$ cat config.mk
export PLATFORM = sky130hd
export DESIGN_NAME = cga_vram_arbiter_flat
export DESIGN_NICKNAME = d
export VERILOG_FILES = /design/src/rtl/cga_pkg.sv /design/src/rtl/cga_vram_arbiter_if.sv /design/src/rtl/cga_bus_sync.sv /design/src/rtl/cga_vram_arbiter.sv /design/src/flat_wrapper.sv
export SDC_FILE = /design/constraint.sdc
export NUM_CORES = 1
export LEC_CHECK = 0
export ABC_AREA = 1
export CORE_MARGIN = 3
export CORE_UTILIZATION = 50
export CTS_CLUSTER_SIZE = 20
export DETAILED_ROUTE_END_ITERATION = 10
export HOLD_SLACK_MARGIN = 0.03
export PLACE_DENSITY_LB_ADDON = 0.05
export SYNTH_ARGS = -nofsm -noshare
export SYNTH_HDL_FRONTEND = slang
export SYNTH_SLANG_ARGS = --single-unit
$ cat constraint.sdc
create_clock -name clk -period 5.03 [get_ports clk]
set_input_delay 1.006 -clock clk [delete_from_list [all_inputs] [get_ports clk]]
set_output_delay 1.006 -clock clk [all_outputs]
set_load 0.1 [all_outputs]
$ cat src/rtl/cga_pkg.sv
// Shared types and constants for the CGA video RAM arbiter.
package cga_pkg;

    localparam int VRAM_AW = 19;
    localparam int CPU_AW  = 15;

    localparam logic [4:0] SEQ_MAX_DEF  = 5'd31;
    localparam logic [4:0] CPU_SLOT_DEF = 5'd17;

    typedef enum logic [1:0] {
        IDLE    = 2'd0,
        ACCESS  = 2'd1,
        CAPTURE = 2'd2
    } cga_state_e;

endpackage

$ cat src/rtl/cga_vram_arbiter_if.sv
// Bundle of sequencer, ISA and VRAM pin signals seen by the arbiter.
interface cga_vram_arbiter_if;
    import cga_pkg::*;

    logic [4:0]         clk_seq;
    logic               disp_req;
    logic [VRAM_AW-1:0] disp_addr;
    logic               cpu_cs;
    logic [CPU_AW-1:0]  cpu_a;
    logic               cpu_memr_l;
    logic               cpu_memw_l;
    logic [7:0]         cpu_d;
    logic [7:0]         cpu_q;
    logic               bus_rdy;
    logic [VRAM_AW-1:0] ram_a;
    logic               ram_we_l;
    logic [7:0]         ram_dout;
    logic [7:0]         ram_din;

    // Handshake: a synced falling strobe edge with cpu_cs high is a request;
    // bus_rdy low holds the ISA cycle in a wait state until the arbiter can accept or return data.
    modport master (
        output clk_seq, disp_req, disp_addr, cpu_cs, cpu_a, cpu_memr_l, cpu_memw_l, cpu_d, ram_din,
        input  cpu_q, bus_rdy, ram_a, ram_we_l, ram_dout
    );

    modport slave (
        input  clk_seq, disp_req, disp_addr, cpu_cs, cpu_a, cpu_memr_l, cpu_memw_l, cpu_d, ram_din,
        output cpu_q, bus_rdy, ram_a, ram_we_l, ram_dout
    );

endinterface

$ cat src/rtl/cga_bus_sync.sv
// Two-flop synchronizer for an active-low ISA strobe with a falling-edge pulse output.
module cga_bus_sync (
    input  logic clk,
    input  logic reset_l,
    input  logic strobe_l,
    output logic fall
);

    logic s1, s2, s3;

    always_ff @(posedge clk) begin
        if (!reset_l) begin
            s1 <= 1'b1;
            s2 <= 1'b1;
            s3 <= 1'b1;
        end else begin
            s1 <= strobe_l;
            s2 <= s1;
            s3 <= s2;
        end
    end

    assign fall = s3 & ~s2;

endmodule

$ cat src/rtl/cga_vram_arbiter.sv
// Shares the CGA VRAM port: display fetches own it except for one CPU slot per sequencer period.
module cga_vram_arbiter
    import cga_pkg::*;
#(
    parameter logic [4:0] SEQ_MAX      = SEQ_MAX_DEF,
    parameter logic [4:0] CPU_SLOT     = CPU_SLOT_DEF,
    parameter int         RAM_LATENCY  = 1,
    parameter bit         USE_BUS_WAIT = 1'b1
) (
    input  logic               clk,
    input  logic               reset_l,
    cga_vram_arbiter_if.slave  bus,
    output cga_state_e         state_dbg
);

    localparam logic [1:0] LAT_LAST = 2'(RAM_LATENCY - 1);

    cga_state_e        state, state_nxt;
    logic              rd_fall, wr_fall, rd_req, wr_req;
    logic              grant, cap_last;
    logic              wb_full, wr_wait, rd_pend, op_wr;
    logic [CPU_AW-1:0] wb_a, ww_a, rd_a;
    logic [7:0]        wb_d, ww_d, cpu_q_r;
    logic [1:0]        cap_cnt;

    cga_bus_sync u_memr_sync (.clk(clk), .reset_l(reset_l), .strobe_l(bus.cpu_memr_l), .fall(rd_fall));
    cga_bus_sync u_memw_sync (.clk(clk), .reset_l(reset_l), .strobe_l(bus.cpu_memw_l), .fall(wr_fall));

    assign rd_req   = rd_fall & bus.cpu_cs;
    assign wr_req   = wr_fall & bus.cpu_cs;
    assign grant    = (state == IDLE) && (bus.clk_seq == CPU_SLOT) && !bus.disp_req && (wb_full || rd_pend);
    assign cap_last = (cap_cnt == LAT_LAST);

    always_ff @(posedge clk) begin
        if (!reset_l) state <= IDLE;
        else          state <= state_nxt;
    end

    always_comb begin
        state_nxt = state;
        unique case (state)
            IDLE:    if (grant) state_nxt = ACCESS;
            ACCESS:  state_nxt = op_wr ? IDLE : CAPTURE;
            CAPTURE: if (cap_last) state_nxt = IDLE;
            default: state_nxt = IDLE;
        endcase
    end

    always_comb begin
        bus.ram_a    = bus.disp_addr;
        bus.ram_we_l = 1'b1;
        bus.ram_dout = '0;
        unique case (state)
            ACCESS: begin
                bus.ram_a    = op_wr ? {4'h0, wb_a} : {4'h0, rd_a};
                bus.ram_we_l = ~op_wr;
                if (op_wr) bus.ram_dout = wb_d;
            end
            CAPTURE: bus.ram_a = {4'h0, rd_a};
            default: ;
        endcase
    end

    // The buffered write always wins the grant, so a read queued behind it sees the new data.
    always_ff @(posedge clk) begin
        if (!reset_l) begin
            wb_full <= 1'b0;
            wb_a    <= '0;
            wb_d    <= '0;
            wr_wait <= 1'b0;
            ww_a    <= '0;
            ww_d    <= '0;
            rd_pend <= 1'b0;
            rd_a    <= '0;
            op_wr   <= 1'b0;
            cap_cnt <= '0;
            cpu_q_r <= '0;
        end else begin
            if (grant) op_wr <= wb_full;

            if (state == ACCESS && op_wr) begin
                wb_full <= 1'b0;
            end else if (wr_wait && !wb_full) begin
                wb_full <= 1'b1;
                wb_a    <= ww_a;
                wb_d    <= ww_d;
                wr_wait <= 1'b0;
            end else if (wr_req && !wb_full) begin
                wb_full <= 1'b1;
                wb_a    <= bus.cpu_a;
                wb_d    <= bus.cpu_d;
            end

            // A second write while the buffer is full is parked here and the bus is stalled.
            if (wr_req && wb_full && !wr_wait) begin
                wr_wait <= 1'b1;
                ww_a    <= bus.cpu_a;
                ww_d    <= bus.cpu_d;
            end

            if (rd_req && !rd_pend) begin
                rd_pend <= 1'b1;
                rd_a    <= bus.cpu_a;
            end else if (state == CAPTURE && cap_last) begin
                rd_pend <= 1'b0;
                cpu_q_r <= bus.ram_din;
            end

            cap_cnt <= (state == CAPTURE) ? cap_cnt + 2'd1 : 2'd0;
        end
    end

    assign bus.bus_rdy = USE_BUS_WAIT ? ~(rd_pend | wr_wait) : 1'b1;
    assign bus.cpu_q   = cpu_q_r;
    assign state_dbg   = state;

    // The sequencer must never fetch while the CPU holds the port.
    a_no_disp_during_cpu: assert property (@(posedge clk) disable iff (!reset_l)
        (state != IDLE) |-> !bus.disp_req);

    a_seq_in_range: assert property (@(posedge clk) disable iff (!reset_l)
        bus.clk_seq <= SEQ_MAX);

endmodule
$ cat src/flat_wrapper.sv
// flat-port wrapper written by rule: the top's interface ports become plain ports
module cga_vram_arbiter_flat import cga_pkg::*;
#(
    parameter logic [4:0] SEQ_MAX      = SEQ_MAX_DEF,
    parameter logic [4:0] CPU_SLOT     = CPU_SLOT_DEF,
    parameter int         RAM_LATENCY  = 1,
    parameter bit         USE_BUS_WAIT = 1'b1
)
  (clk, reset_l, state_dbg, bus_clk_seq, bus_disp_req, bus_disp_addr, bus_cpu_cs, bus_cpu_a, bus_cpu_memr_l, bus_cpu_memw_l, bus_cpu_d, bus_ram_din, bus_cpu_q, bus_bus_rdy, bus_ram_a, bus_ram_we_l, bus_ram_dout);
  cga_vram_arbiter_if bus_i ();
  input  logic clk;
  input  logic reset_l;
  output cga_state_e state_dbg;
  input wire logic [$bits(bus_i.clk_seq)-1:0] bus_clk_seq;
  input wire logic [$bits(bus_i.disp_req)-1:0] bus_disp_req;
  input wire logic [$bits(bus_i.disp_addr)-1:0] bus_disp_addr;
  input wire logic [$bits(bus_i.cpu_cs)-1:0] bus_cpu_cs;
  input wire logic [$bits(bus_i.cpu_a)-1:0] bus_cpu_a;
  input wire logic [$bits(bus_i.cpu_memr_l)-1:0] bus_cpu_memr_l;
  input wire logic [$bits(bus_i.cpu_memw_l)-1:0] bus_cpu_memw_l;
  input wire logic [$bits(bus_i.cpu_d)-1:0] bus_cpu_d;
  input wire logic [$bits(bus_i.ram_din)-1:0] bus_ram_din;
  output wire logic [$bits(bus_i.cpu_q)-1:0] bus_cpu_q;
  output wire logic [$bits(bus_i.bus_rdy)-1:0] bus_bus_rdy;
  output wire logic [$bits(bus_i.ram_a)-1:0] bus_ram_a;
  output wire logic [$bits(bus_i.ram_we_l)-1:0] bus_ram_we_l;
  output wire logic [$bits(bus_i.ram_dout)-1:0] bus_ram_dout;
  assign bus_i.clk_seq = bus_clk_seq;
  assign bus_i.disp_req = bus_disp_req;
  assign bus_i.disp_addr = bus_disp_addr;
  assign bus_i.cpu_cs = bus_cpu_cs;
  assign bus_i.cpu_a = bus_cpu_a;
  assign bus_i.cpu_memr_l = bus_cpu_memr_l;
  assign bus_i.cpu_memw_l = bus_cpu_memw_l;
  assign bus_i.cpu_d = bus_cpu_d;
  assign bus_i.ram_din = bus_ram_din;
  assign bus_cpu_q = bus_i.cpu_q;
  assign bus_bus_rdy = bus_i.bus_rdy;
  assign bus_ram_a = bus_i.ram_a;
  assign bus_ram_we_l = bus_i.ram_we_l;
  assign bus_ram_dout = bus_i.ram_dout;
  cga_vram_arbiter #(.SEQ_MAX(SEQ_MAX), .CPU_SLOT(CPU_SLOT), .RAM_LATENCY(RAM_LATENCY), .USE_BUS_WAIT(USE_BUS_WAIT)) u_core (.clk(clk), .reset_l(reset_l), .bus(bus_i), .state_dbg(state_dbg));
endmodule
; ---- Word level (Yosys, flattened, before mapping)
; Cells that the tools add are included.
; Widths: inputs -> output; s select.
[totals]
elab_cells = 83
reg_bits = 83
in_bits = 61
out_inout_bits = 39
[op_classes]
n_eq_ne = 6
n_reduce_logical = 26
bitwise = 12
addsub = 1
n_mux = 20
[ops]
columns = cell, count
row1 = $mux 15, 3
row2 = $pmux 19 s2, 1
row3 = $mux 8, 4
row4 = $logic_and 1x1->1, 10
row5 = $reduce_and 2->1, 5
row6 = $mux 1, 8
row7 = $not 1->1, 7
row8 = $mux 2, 3
row9 = $pmux 2 s3, 1
row10 = $reduce_bool 2->1, 3
row11 = $eq 5x5->1 const B, 1
row12 = $and 1x1->1, 4
row13 = $logic_not 1->1, 4
row14 = $logic_not 2->1, 2
row15 = $ne 2x1->1 const B, 2
row16 = $add 2x1->2 const B, 1
row17 = $eq 2x1->1 const B, 1
row18 = $eq 2x2->1 const B, 1
row19 = $ne 2x2->1 const B, 1
row20 = $reduce_or 2->1, 1
row21 = $logic_or 1x1->1, 1
row22 = $or 1x1->1, 1

; ---- Logic depth before layout (Yosys ltp)
[logic_depth]
word_depth = 7
ltp_mapped = 9
depth_no_buf = 9

; ---- Modules after synthesis
; Synthesis repeated with hierarchy kept, for this count alone.
[hier_totals]
cells_unflattened = 510
area_unflattened_um2 = 3619.7
[modules_own_cells]
columns = mod, n_inst, seq_area_each_um2, cells_each, area_each_um2
row1 = cga_vram_arbiter, 1, 1541.5, 488, 3439.5
row2 = cga_bus_sync, 2, 60.1, 11, 90.1

; ---- Least setup slack after synthesis
; No wires, ideal clock.
[synth_path]
path_type = reg2out
start = reg u_core.state[0], in the netlist u_core.state_dbg[0]
end = out bus_ram_a[10]
required_time_ps = 4024
setup_slack_ps = 830
path_buffers = 1
arrival_time_ps = 3194
stages_incl_launch_ff = 6
path_cell_list = dfxtp_1 -> inv_1 -> ha_1 -> clkbuf_1 -> nor2_1 -> nor2_1
[synth_between]
elab_chain_cells = 2
word_cells_on_any_way = 3
cone_classes = 2 x eq/ne / 1 x mux
[synth_lines]
columns = element, line_no
row1 = from (decl), cga_vram_arbiter.sv:18  ; cga_state_e state, state_nxt;
row2 = from (signal assigned), cga_vram_arbiter.sv:36  ; else state <= state_nxt;
row3 = $eq 2x2->1 / $eq 2x1->1 (equally long branches), cga_vram_arbiter.sv:53  ; unique case (state)
row4 = $pmux 19 s2 *, cga_vram_arbiter.sv:53
row5 = to (decl), flat_wrapper.sv:25  ; output wire logic [$bits(bus_i.ram_a)-1:0] bus_ram_a;
; Mark *: on every way between the ends. The rest lies on a longest branch, timed or not.

; ---- Worst setup path after layout
[layout_path]
start = reg u_core.state[0], in the netlist u_core.state_dbg[0]
end = out bus_ram_a[14]
; Same word-level chain as after synthesis.

==> metrics.txt <==
crit-path max cell delay=0.96 ns; CTS resizes=0; CTS Hold Bufs=0; Worst Path Buf+Inv=2; Post-CTS Setup Bufs=0; initial antenna violation count=0; Die Span Y=91.6 um; Critical Path End Type=output port; # H-tree levels=3; period utilisation layout=82.9%; syn_nets=574; Root Buffer=clkbuf_8; Final Skew=0.0113 ns; CP cell instances=inv_1, ha_1, o21ai_0, a21oi_1, nor2_1, clkdlybuf4s50_1; Hold Vio Cnt, Final=0; CTS tree=done; clk buf depth=2; CTS Sinks=83; via density per instance=4.92; routability congestion estimate from global placement=0.783; Net Sw Frac=52.5%; actual slew at the worst max-slew pin=0.988 ns; final slew viol count=0; kind of cell adding the most delay to the critical path=buffers and inverters; RSZ-0062 raised after global routing=false; Post-DP HPWL=5910 um; Worst EP required=4.02 ns; all-layer global routing usage=between 20% and 30%; mean routed wirelength per cell=12.7 um; first-pass GRT wire length=14500 um; most common library cells after synthesis=93 x nor2_1, 83 x dfxtp_1, 70 x o21ai_0; Worst-path clk slew=around 0.090 ns; register share of total power=26.8%; part of the Yosys area used for sequential elements=45.3%; Crit Path Category=reg2out; Reg2Reg Depth=7; cell row count=30; Worst Path Max Fanout=34; die area=8400 um2; vias=3403; CP Launch Type=flip-flop; diode count=0; hold depth=1; share of flip-flops with an asynchronous set or reset=0%; largest net degree at the start of global routing=47; syn avg cell area=7.22 um2; Routed Wire Length=8770 um; Fin Setup TNS=0 ns; combinational power share=55.6%; Crit-path slowest cell=clkdlybuf4s50_1; Tmin final=4.17 ns; global route overflow=0; Worst slew margin=33.9%; share of the synthesized area in the top cell type=45.3%; Seq cells post-synth=83; Clock power frac=approximately 18%; Detail Route Antenna Nets=0; CP arrival=3.16 ns; 1st-pass router iterations=4; status=finished, final reports clean; Clk Latency, worst-skew pair=0.36 ns; Starting Density=52.8%; total power=2.71 mW; most used flip-flop cell after synthesis=dfxtp_1; peak supply drop=approximately 430 uV; number of cells on the critical path=6; Tightest Hold Check Type=reg2reg; Cell Area, Synth=3670 um2; count leader, synth=nor2_1; Top Ports=100; Leak=1.86 nW; Port Buffers=99; number of global-route vias before repair=3093; fin nets=657; Area growth syn-to-layout=30.9%; Post-synth EDFFs=0; DRC viols=0; layout cells sized above 1=6.04%; Synth Instances=508; Starting DRT DRC Count=217; Pint=1.29 mW; Max-cap violations=0; CTS buffer count=9; cell taking the most area after synthesis=dfxtp_1; CORE AREA=6940 um2; # setup viols final=0; Max Freq=240 MHz; yosys warns=0; Synth area leaders=dfxtp_1 45%, o21ai_0 9.6%, nor2_1 9.5%, a21oi_1 8.9%, inv_1 6.4%; PD cells=565 nW/um2; Netlist cell types=26; die width=91.6 um; sw power=between 1 and 1.5 mW
[stage by stage]
| step | worst slack (ns) | area, um2 | std cells | hold WS [ns] | util (%) |
|---|---|---|---|---|---|
| after floorplan | 0.830 | 3670 | 508 | 0.393 | - |
| after global placement | 1.25 | 4610 | 676 | 0.395 | 66.3 |
| after detailed placement | 1.23 | 4610 | 676 | 0.405 | 66.3 |
| after CTS | 0.836 | 4800 | 692 | 0.423 | 69.1 |
| after global routing | 0.541 | 4800 | 692 | 0.446 | 69.1 |
| final | 0.860 | 4800 | 692 | 0.418 | 69.1 |
[path summary, 6_finish.rpt]
kind	start	slack, ns	end
hold / removal	u_core.u_memw_sync.s1	0.42	u_core.u_memw_sync.s2
setup reg to reg	u_core.state_dbg[1]	2.83	u_core.wb_d[5]
setup / recovery	u_core.state_dbg[0]	0.86	bus_ram_a[14]
hold reg to reg	u_core.u_memw_sync.s1	0.42	u_core.u_memw_sync.s2
[power by group through the flow]
| stage | sequential, mW | combinational [mW] | clock, mW |
|---|---|---|---|
| 2_1_floorplan | 0.958 | 0.960 | 0 |
| 3_3_place_gp | 0.740 | 1.50 | 0 |
| 3_5_place_dp | 0.743 | 1.51 | 0 |
| 4_1_cts | 0.728 | 1.51 | 0.484 |
| 5_1_grt | 0.734 | 1.59 | 0.512 |
| 6_report | 0.728 | 1.51 | 0.475 |
[state kept, by name (all words and copies together), names as in the netlist]
register / flops
u_core.rd_a: 15
u_core.wb_a: 15
u_core.ww_a: 15
u_core.bus.cpu_q: 8
u_core.wb_d: 8
u_core.ww_d: 8
u_core.cap_cnt: 2
u_core.state_dbg: 2
u_core.op_wr: 1
u_core.rd_pend: 1
u_core.u_memr_sync.s1: 1
u_core.u_memr_sync.s2: 1
u_core.u_memr_sync.s3: 1
u_core.u_memw_sync.s1: 1
u_core.u_memw_sync.s2: 1
u_core.u_memw_sync.s3: 1
u_core.wb_full: 1
u_core.wr_wait: 1
[area by class of cell]
type | count | area (um2)
fillers | 633 | 2140
flip-flops and latches | 83 | 1660
multi-input cells | 329 | 1580
inverters | 67 | 251
clock buffers | 11 | 141
repair buffers | 101 | 998
well taps | 96 | 120
clock inverters | 5 | 52.6
[routing by layer]
metal | track usage, % | part of all wire [%] | up-vias
li1 | - | - | 1802
met1 | 27.3 | 47 | 1508
met2 | 34.4 | 46 | 83
met4 | 7.04 | 1.4 | 0
met5 | 0 | 0 | -
met3 | 6.15 | 6.2 | 10
[logic make-up after synthesis]
logic type                 after synthesis  synth area share [%]
AOI/OAI and AO/OA                      176                  24.6
buffers and inverters                   96                  11.7
DFF                                     83                  45.3
adders and majority gates                5                  1.71
and+or+nand+nor                        148                  16.6
[cell usage in the layout, fill, tap and decap left out, types with 3 or more instances in the layout]
master	Yosys	layout
inv_2	4	4
nand2_1	38	38
a21oi_1	65	65
o21ai_1	38	38
o21ai_0	70	70
nand3_1	3	3
dfxtp_1	83	83
or2_2	6	6
clkbuf_8	0	10
nor2_1	93	93
ha_1	5	5
clkinv_2	0	3
buf_4	0	3
inv_1	63	63
clkdlybuf4s50_1	0	97
(Power assumes the default switching activity.)
